[src/rtl/aes_cipher_arb.sv]
// Round-robin arbiter/sequencer sharing one external AES-128 core among NREQ
// requesters, with a one-entry tagged response register and a completion watchdog.
module aes_cipher_arb #(
  parameter int NREQ    = 4,
  parameter int IDW     = 2,
  parameter int TIMEOUT = 32
) (
  input  logic                 clk,
  input  logic                 rst,
  input  logic [NREQ-1:0]      req_valid,
  output logic [NREQ-1:0]      req_ready,
  input  logic [NREQ*128-1:0]  req_key,
  input  logic [NREQ*128-1:0]  req_text,
  output logic                 rsp_valid,
  input  logic                 rsp_ready,
  output logic [IDW-1:0]       rsp_id,
  output logic [127:0]         rsp_data,
  output logic                 rsp_err,
  output logic                 busy,
  output logic                 core_ld,
  output logic [127:0]         core_key,
  output logic [127:0]         core_text_in,
  input  logic                 core_done,
  input  logic [127:0]         core_text_out
);

  typedef enum logic [1:0] {IDLE, LOAD, RUN} state_t;

  state_t         state_reg, state_next;
  logic [IDW-1:0] last_grant_reg;
  logic [7:0]     cnt_reg;
  logic [IDW-1:0] grant_idx;
  logic           grant_found;
  logic           grant_en;
  logic           run_timeout;
  logic [4:0]     cand_sum;
  logic [4:0]     cand_wrap;

  // Cyclic search starting just after the previous winner.
  always_comb begin
    grant_found = 1'b0;
    grant_idx   = '0;
    cand_sum    = '0;
    cand_wrap   = '0;
    for (int k = 1; k <= NREQ; k++) begin
      cand_sum  = 5'(last_grant_reg) + 5'(k);
      cand_wrap = (cand_sum >= 5'(NREQ)) ? cand_sum - 5'(NREQ) : cand_sum;
      if (!grant_found && req_valid[cand_wrap[IDW-1:0]]) begin
        grant_found = 1'b1;
        grant_idx   = cand_wrap[IDW-1:0];
      end
    end
  end

  assign grant_en    = (state_reg == IDLE) && grant_found && (!rsp_valid || rsp_ready);
  assign req_ready   = grant_en ? (NREQ'(1) << grant_idx) : '0;
  assign run_timeout = (cnt_reg == 8'(TIMEOUT - 1));
  assign busy        = (state_reg != IDLE);
  assign core_ld     = (state_reg == LOAD);

  always_ff @(posedge clk or negedge rst) begin
    if (!rst) state_reg <= IDLE;
    else      state_reg <= state_next;
  end

  always_comb begin
    state_next = state_reg;
    case (state_reg)
      IDLE:    if (grant_en) state_next = LOAD;
      LOAD:    state_next = RUN;
      RUN:     if (core_done || run_timeout) state_next = IDLE;
      default: state_next = IDLE;
    endcase
  end

  // Job registers double as the core inputs so they stay stable until the next grant.
  always_ff @(posedge clk or negedge rst) begin
    if (!rst) begin
      last_grant_reg <= IDW'(NREQ - 1);
      core_key       <= '0;
      core_text_in   <= '0;
    end else if (grant_en) begin
      last_grant_reg <= grant_idx;
      core_key       <= req_key[{grant_idx, 7'd0} +: 128];
      core_text_in   <= req_text[{grant_idx, 7'd0} +: 128];
    end
  end

  always_ff @(posedge clk or negedge rst) begin
    if (!rst)                    cnt_reg <= '0;
    else if (state_reg == LOAD)  cnt_reg <= '0;
    else if (state_reg == RUN)   cnt_reg <= cnt_reg + 8'd1;
  end

  // core_done outranks the deadline; completions outside RUN are stale and dropped.
  always_ff @(posedge clk or negedge rst) begin
    if (!rst) begin
      rsp_valid <= 1'b0;
      rsp_err   <= 1'b0;
      rsp_id    <= '0;
      rsp_data  <= '0;
    end else if (state_reg == RUN && core_done) begin
      rsp_valid <= 1'b1;
      rsp_err   <= 1'b0;
      rsp_id    <= last_grant_reg;
      rsp_data  <= core_text_out;
    end else if (state_reg == RUN && run_timeout) begin
      rsp_valid <= 1'b1;
      rsp_err   <= 1'b1;
      rsp_id    <= last_grant_reg;
      rsp_data  <= '0;
    end else if (rsp_valid && rsp_ready) begin
      rsp_valid <= 1'b0;
    end
  end

endmodule

[config.mk]
export PLATFORM = sky130hd
export DESIGN_NAME = aes_cipher_arb
export DESIGN_NICKNAME = d
export VERILOG_FILES = /design/src/rtl/aes_cipher_arb.sv
export SDC_FILE = /design/constraint.sdc
export NUM_CORES = 1
export LEC_CHECK = 0
export CAP_MARGIN = 20
export CORE_AREA = 2 2 597 599
export DETAILED_ROUTE_END_ITERATION = 12
export DIE_AREA = 0 0 599 601
export GPL_TIMING_DRIVEN = 0
export PLACE_DENSITY = 0.3
export SETUP_SLACK_MARGIN = 0.1
export SLEW_MARGIN = 10
export SYNTH_ARGS = -nofsm -noshare
export SYNTH_HDL_FRONTEND = slang
export SYNTH_SLANG_ARGS = --single-unit
[constraint.sdc]
create_clock -name clk -period 5.8 [get_ports clk]
set_input_delay 1.16 -clock clk [delete_from_list [all_inputs] [get_ports clk]]
set_output_delay 1.16 -clock clk [all_outputs]
set_load 0.05 [all_outputs]
== Word level (Yosys, flattened, before mapping) ==
Index checks and enable logic that the tools add are counted.

* Shift operators: 3
* Multiplexer cells: 35
* Add/sub/neg operators: 9
* Reductions and logical operators: 20
* Equal/unequal tests: 5
* Magnitude comparators: 8

{| class="wikitable"
|+ Operators with widths
! kind !! number
|-
| 512-bit by 10-bit indexed part select with 128-bit output || 2
|-
| 128-bit two-way mux || 2
|-
| 2-bit two-way mux || 12
|-
| 8-bit two-way mux || 2
|-
| 1-bit two-way mux || 13
|-
| 2-bit by 3-bit < comparator with 1-bit output (second input constant) || 4
|-
| 3-bit >= comparator (second input constant) || 3
|-
| 8-bit by 1-bit adder with 8-bit output (second input constant) || 1
|-
| 1-bit binary-select mux with 2-bit select || 4
|-
| 8-bit by 5-bit equality test with 1-bit output (second input constant) || 1
|-
| 1-bit logical AND || 8
|-
| 2-bit by 1-bit subtractor with 2-bit output (second input constant) || 4
|-
| 2-bit by 2-bit adder with 3-bit output (second input constant) || 2
|-
| 2-bit case mux with 3 select lines || 1
|-
| 2-bit nonzero test || 3
|-
| 2-bit by 3-bit adder with 4-bit output (second input constant) || 1
|-
| 4-bit by 3-bit >= comparator with 1-bit output (second input constant) || 1
|-
| 1-bit logical NOT || 4
|-
| 4-bit two-way mux || 1
|-
| 2-bit != test (second input constant) || 2
|-
| 1-bit by 2-bit left shift with 4-bit output (first input constant) || 1
|-
| 2-bit by 1-bit adder with 3-bit output (second input constant) || 1
|-
| 3-bit nonzero test || 1
|-
| 2-bit by 1-bit equality test with 1-bit output (second input constant) || 1
|-
| other kinds (4) || 5
|}

* Bits in registers: 400
* Output and inout bits: 394
* Word-level logic and storage cells: 89

== Logic depth before layout (Yosys ltp) ==
* Word-level depth: 19
* Mapped depth: 9
* Gate-level depth less buffers: 6

== Worst setup path after synthesis ==
OpenSTA, ideal clock, no wires.

* Path type: input port to output port
* From: input req_valid[3]
* To: output req_ready[0]
* Arrival: 2,884 ps
* Required time: 4,640 ps
* Path slack: 1,756 ps
* Cell stages on the path: 7
* Cell sequence: and3b_1 -> o32ai_1 -> buf_2 -> buf_4 -> buf_2 -> nand2_1 -> nor2_1

* Cells in the longest elaborated chain, start to end: 15
* Elaborated cells on any way between the ends: 26

{| class="wikitable"
|+ Ends and longest elaborated chain
! item !! RTL line !! source
|-
| start, declared || 10 || <nowiki>input logic [NREQ-1:0] req_valid,</nowiki>
|-
| 1-bit binary-select mux with 2-bit select || 48 || <nowiki>if (!grant_found && req_valid[cand_wrap[IDW-1:0]]) begin</nowiki>
|-
| 1-bit two-way mux (not written as such) || 48 ||
|-
| 1-bit two-way mux || 48 ||
|-
| 1-bit logical NOT || 48 ||
|-
| 1-bit logical AND || 48 ||
|-
| 1-bit two-way mux || 48 ||
|-
| 1-bit logical NOT || 48 ||
|-
| 1-bit logical AND || 48 ||
|-
| 1-bit two-way mux || 48 ||
|-
| 1-bit logical NOT || 48 ||
|-
| 1-bit logical AND || 48 ||
|-
| 1-bit two-way mux || 48 ||
|-
| 1-bit logical AND (2 in a row) || 55 || <nowiki>assign grant_en = (state_reg == IDLE) && grant_found && (!rsp_valid || rsp_ready);</nowiki>
|-
| 4-bit two-way mux (*) || 56 || <nowiki>assign req_ready = grant_en ? (NREQ'(1) << grant_idx) : '0;</nowiki>
|-
| end, declared || 11 || <nowiki>output logic [NREQ-1:0] req_ready,</nowiki>
|}

Every way passes the cells marked *; elsewhere a longest branch is shown, timed or not. The select of a mux whose other input is x is not followed.

== Final worst setup path ==
* From: input req_valid[3]
* To: output req_ready[2]

The elaborated chain is that of the path after synthesis.

==> flow_metrics.env <==
export IMPL_finish_net_count=4947
export IMPL_cts_buffers=72
export IMPL_synth_top_cell_area_share=0.417
export IMPL_die_x_um=599
export IMPL_ys_flop_type="dfrtp_1"
export IMPL_critPathArrivalTime_ns=4.37
export IMPL_period_needed_ns=5.53
export IMPL_ioPinCount=1554
export IMPL_timing_hold_ws_ns=0.312
export IMPL_insertion_delay_ns=0.79
export IMPL_ys_ff_latch=400
export IMPL_hold_viol=0
export IMPL_core_rowCount=219
export IMPL_dp_cells=8461
export IMPL_synthArstFlopShare=1.00
export IMPL_status="finished, final reports clean"
export IMPL_synth_fp_nets=3310
export IMPL_cap_viol_max_count=0
export IMPL_drtAntennaViolNets=0
export IMPL_crit_path_max_incr_delay_ns=0.95
export IMPL_slew_headroom=0.116
export IMPL_reg_top3="core_key: 128 flops, core_text_in: 128 flops, rsp_data: 128 flops"
export IMPL_cts_root_buf="clkbuf_16"
export IMPL_cp_top_family="buffers and inverters"
export IMPL_setup_violations=0
export IMPL_dp_hpwl_um=285000
export IMPL_slew_violations=0
export IMPL_peakVddDrop_mv=0.289
export IMPL_area_growth_synth_to_final_pct=101
export IMPL_clk_path_buf_depth=4
export IMPL_synth_warning_count=0
export IMPL_htree_levels=3
export IMPL_nFillCells=40160
export IMPL_synth_top_family_by_area="multiplexers"
export IMPL_final_cell_mix="clkdlybuf4s50_1 (1547), nand3_1 (516), dfrtp_1 (398), a221o_1 (256), mux2i_1 (255)"
export IMPL_initial_utilization=0.0675
export IMPL_drive_above_1_share=0.149
export IMPL_grt_pass1_vias=28373
export IMPL_syn_area_mm2=0.0239
export IMPL_chipHeight_um=601
export IMPL_timing_fmax_mhz=181
export IMPL_synth_compound_area_frac=0.160
export IMPL_numPortBuffers=1553
export IMPL_drt_first_pass_iters=7
export IMPL_vias=28238
export IMPL_hold_buffers=0
export IMPL_synth_area_leaders="dfrtp_1 (42%), mux2_2 (12%), mux2i_1 (11%)"
export IMPL_yosysSeqAreaShare=0.419
export IMPL_path_clk_slew_ns=0.05
export IMPL_crit_type="input port to primary output"
export IMPL_grt_overflow=0
export IMPL_wl_per_cell_um=37.1
export IMPL_grt_first_pass_wirelength_um=386000
export IMPL_path_max_fanout=20
export IMPL_period_share=0.954
export IMPL_worst_setup_path_start_kind="input port"
export IMPL_netlist_instances=2146
export IMPL_path_buf_inv=4
export IMPL_synthMuxAreaShare=0.231
export IMPL_drtIter0Drc=1952
export IMPL_drcViolationCount=0
export IMPL_power_w=0.0295
export IMPL_ys_types=41
export IMPL_synth_xor_area_share=0.00110
export IMPL_fin_util=0.136
export IMPL_synth_edf_count=0
export IMPL_grt_total_usage=0.172
export IMPL_synthAdderAreaFrac=0.00209
export IMPL_rsz0062_at_grt="false"
export IMPL_p_leak_nw=17.7
export IMPL_die_area_mm2=0.360
export IMPL_cp_cell_sequence="clkdlybuf4s50_1 -> and3b_1 -> o32ai_1 -> buf_6 -> buf_6 -> or2_2 -> nor2_1 -> clkdlybuf4s50_1"
export IMPL_yosys_area_share_simple=0.115
export IMPL_gp_congestion=0.919
export IMPL_drt_wl_total_um=321000
export IMPL_clock_sinks=400
export IMPL_finalNonFillerCells=8631
export IMPL_final_common_cell="clkdlybuf4s50_1"
export IMPL_holdCritPathClass="input port to asynchronous set/reset pin"
export IMPL_synth_area_leader_cell="dfrtp_1"
export IMPL_via_per_inst=3.27
export IMPL_antenna_found_initial=254
export IMPL_required_ns=4.64
export IMPL_tritoncts="built"
export IMPL_coreArea_mm2=0.354
export IMPL_slowest_stage="clkdlybuf4s50_1"
export IMPL_grt_max_degree=78
export IMPL_max_slew_worst_pin_slew_ns=1.29
export IMPL_critPathCaptureType="primary output"
export IMPL_fin_worst_skew_ns=0.0783
export IMPL_power_density_mw_per_mm2=614
export IMPL_synth_avg_cell_area_um2=11.1
-- area by class of cell --
type	count	area, um2	area share
plain buffers	257	1700	0.0354
multi-input cells	1478	12200	0.253
flip-flops and latches	400	10000	0.208
repair buffers	1565	15800	0.327
clock inverters	27	350	0.00728
diodes	50	125	0.00260
well taps	4751	5940	0.124
inverters	9	33.8	0.000702
clock buffers	94	2030	0.0421
-- final timing paths --
kind                                          startpoint                            to  slack (ns)  cells after the start
min                                                  rst      rsp_data[35]$_DFFE_PN0P_        0.31                      1
max reg2reg                last_grant_reg[1]$_DFFE_PN1P_  core_text_in[13]$_DFFE_PN0P_        1.79                      9
max in group asynchronous                            rst      core_key[25]$_DFFE_PN0P_        3.57                      4
min in group clk                rsp_data[37]$_DFFE_PN0P_      rsp_data[37]$_DFFE_PN0P_        0.50                      1
min reg2reg                     rsp_data[37]$_DFFE_PN0P_      rsp_data[37]$_DFFE_PN0P_        0.50                      1
max                                         req_valid[3]                  req_ready[2]        0.27                      8
-- layer usage --
metal | GRT usage | vias up | part of all wire
li1 | - | 11809 | -
met1 | 0.210 | 14265 | 0.41
met2 | 0.298 | 1557 | 0.48
met3 | 0.0534 | 511 | 0.079
met4 | 0.0266 | 96 | 0.022
met5 | 0 | - | 0.0020
-- through the flow --
stage               setup TNS, ns  instance area, um2  setup slack, ns
finish                          0               48100            0.270
global route                    0               48000            0.113
CTS                             0               48000            0.119
detailed placement          -3.66               45600            -1.17
global placement         -7507.50               45400           -19.12
floorplan                       0               23900             1.76
-- synth_stat cells, drive strengths merged (3+ instances only) --
library cell  count
nand3           516
ha                4
a221o           256
dfrtp           398
buf             181
mux2i           258
nor2b             3
nor2              9
inv               9
o22ai             4
mux2            260
nand2             5
o21ai             6
a22o            128
clkbuf           78
a21oi             8
-- power breakdown --
| group | internal [W] | switching [W] | total, W | leakage [nW] |
|---|---|---|---|---|
| clock network | 0.00276 | 0.00187 | 0.00463 | 1.15 |
| registers | 0.00417 | 0.00106 | 0.00524 | 4.96 |
| logic | 0.00652 | 0.0131 | 0.0197 | 11.5 |
-- cells by family (layout without fill, tap and decap cells) --
kind of cell,after synthesis,count (layout)
other,0,50
multiplexers,518,518
AO/OA/AOI/OAI,406,406
adder cells (fa/ha/maj),4,4
XOR/XNOR,3,3
buffers and inverters,268,1952
flip-flops,400,400
AND/OR/NAND/NOR,547,547
-- what timing repair did --
| action | in CTS | in global routing |
|---|---|---|
| buffers inserted | 0 | 0 |
| resized for setup | 5 | 0 |
| endpoints found under the setup margin | 4 | 0 |
| endpoints found under the hold margin | 0 | 0 |
Note: power is estimated with default switching activity, not from simulation.
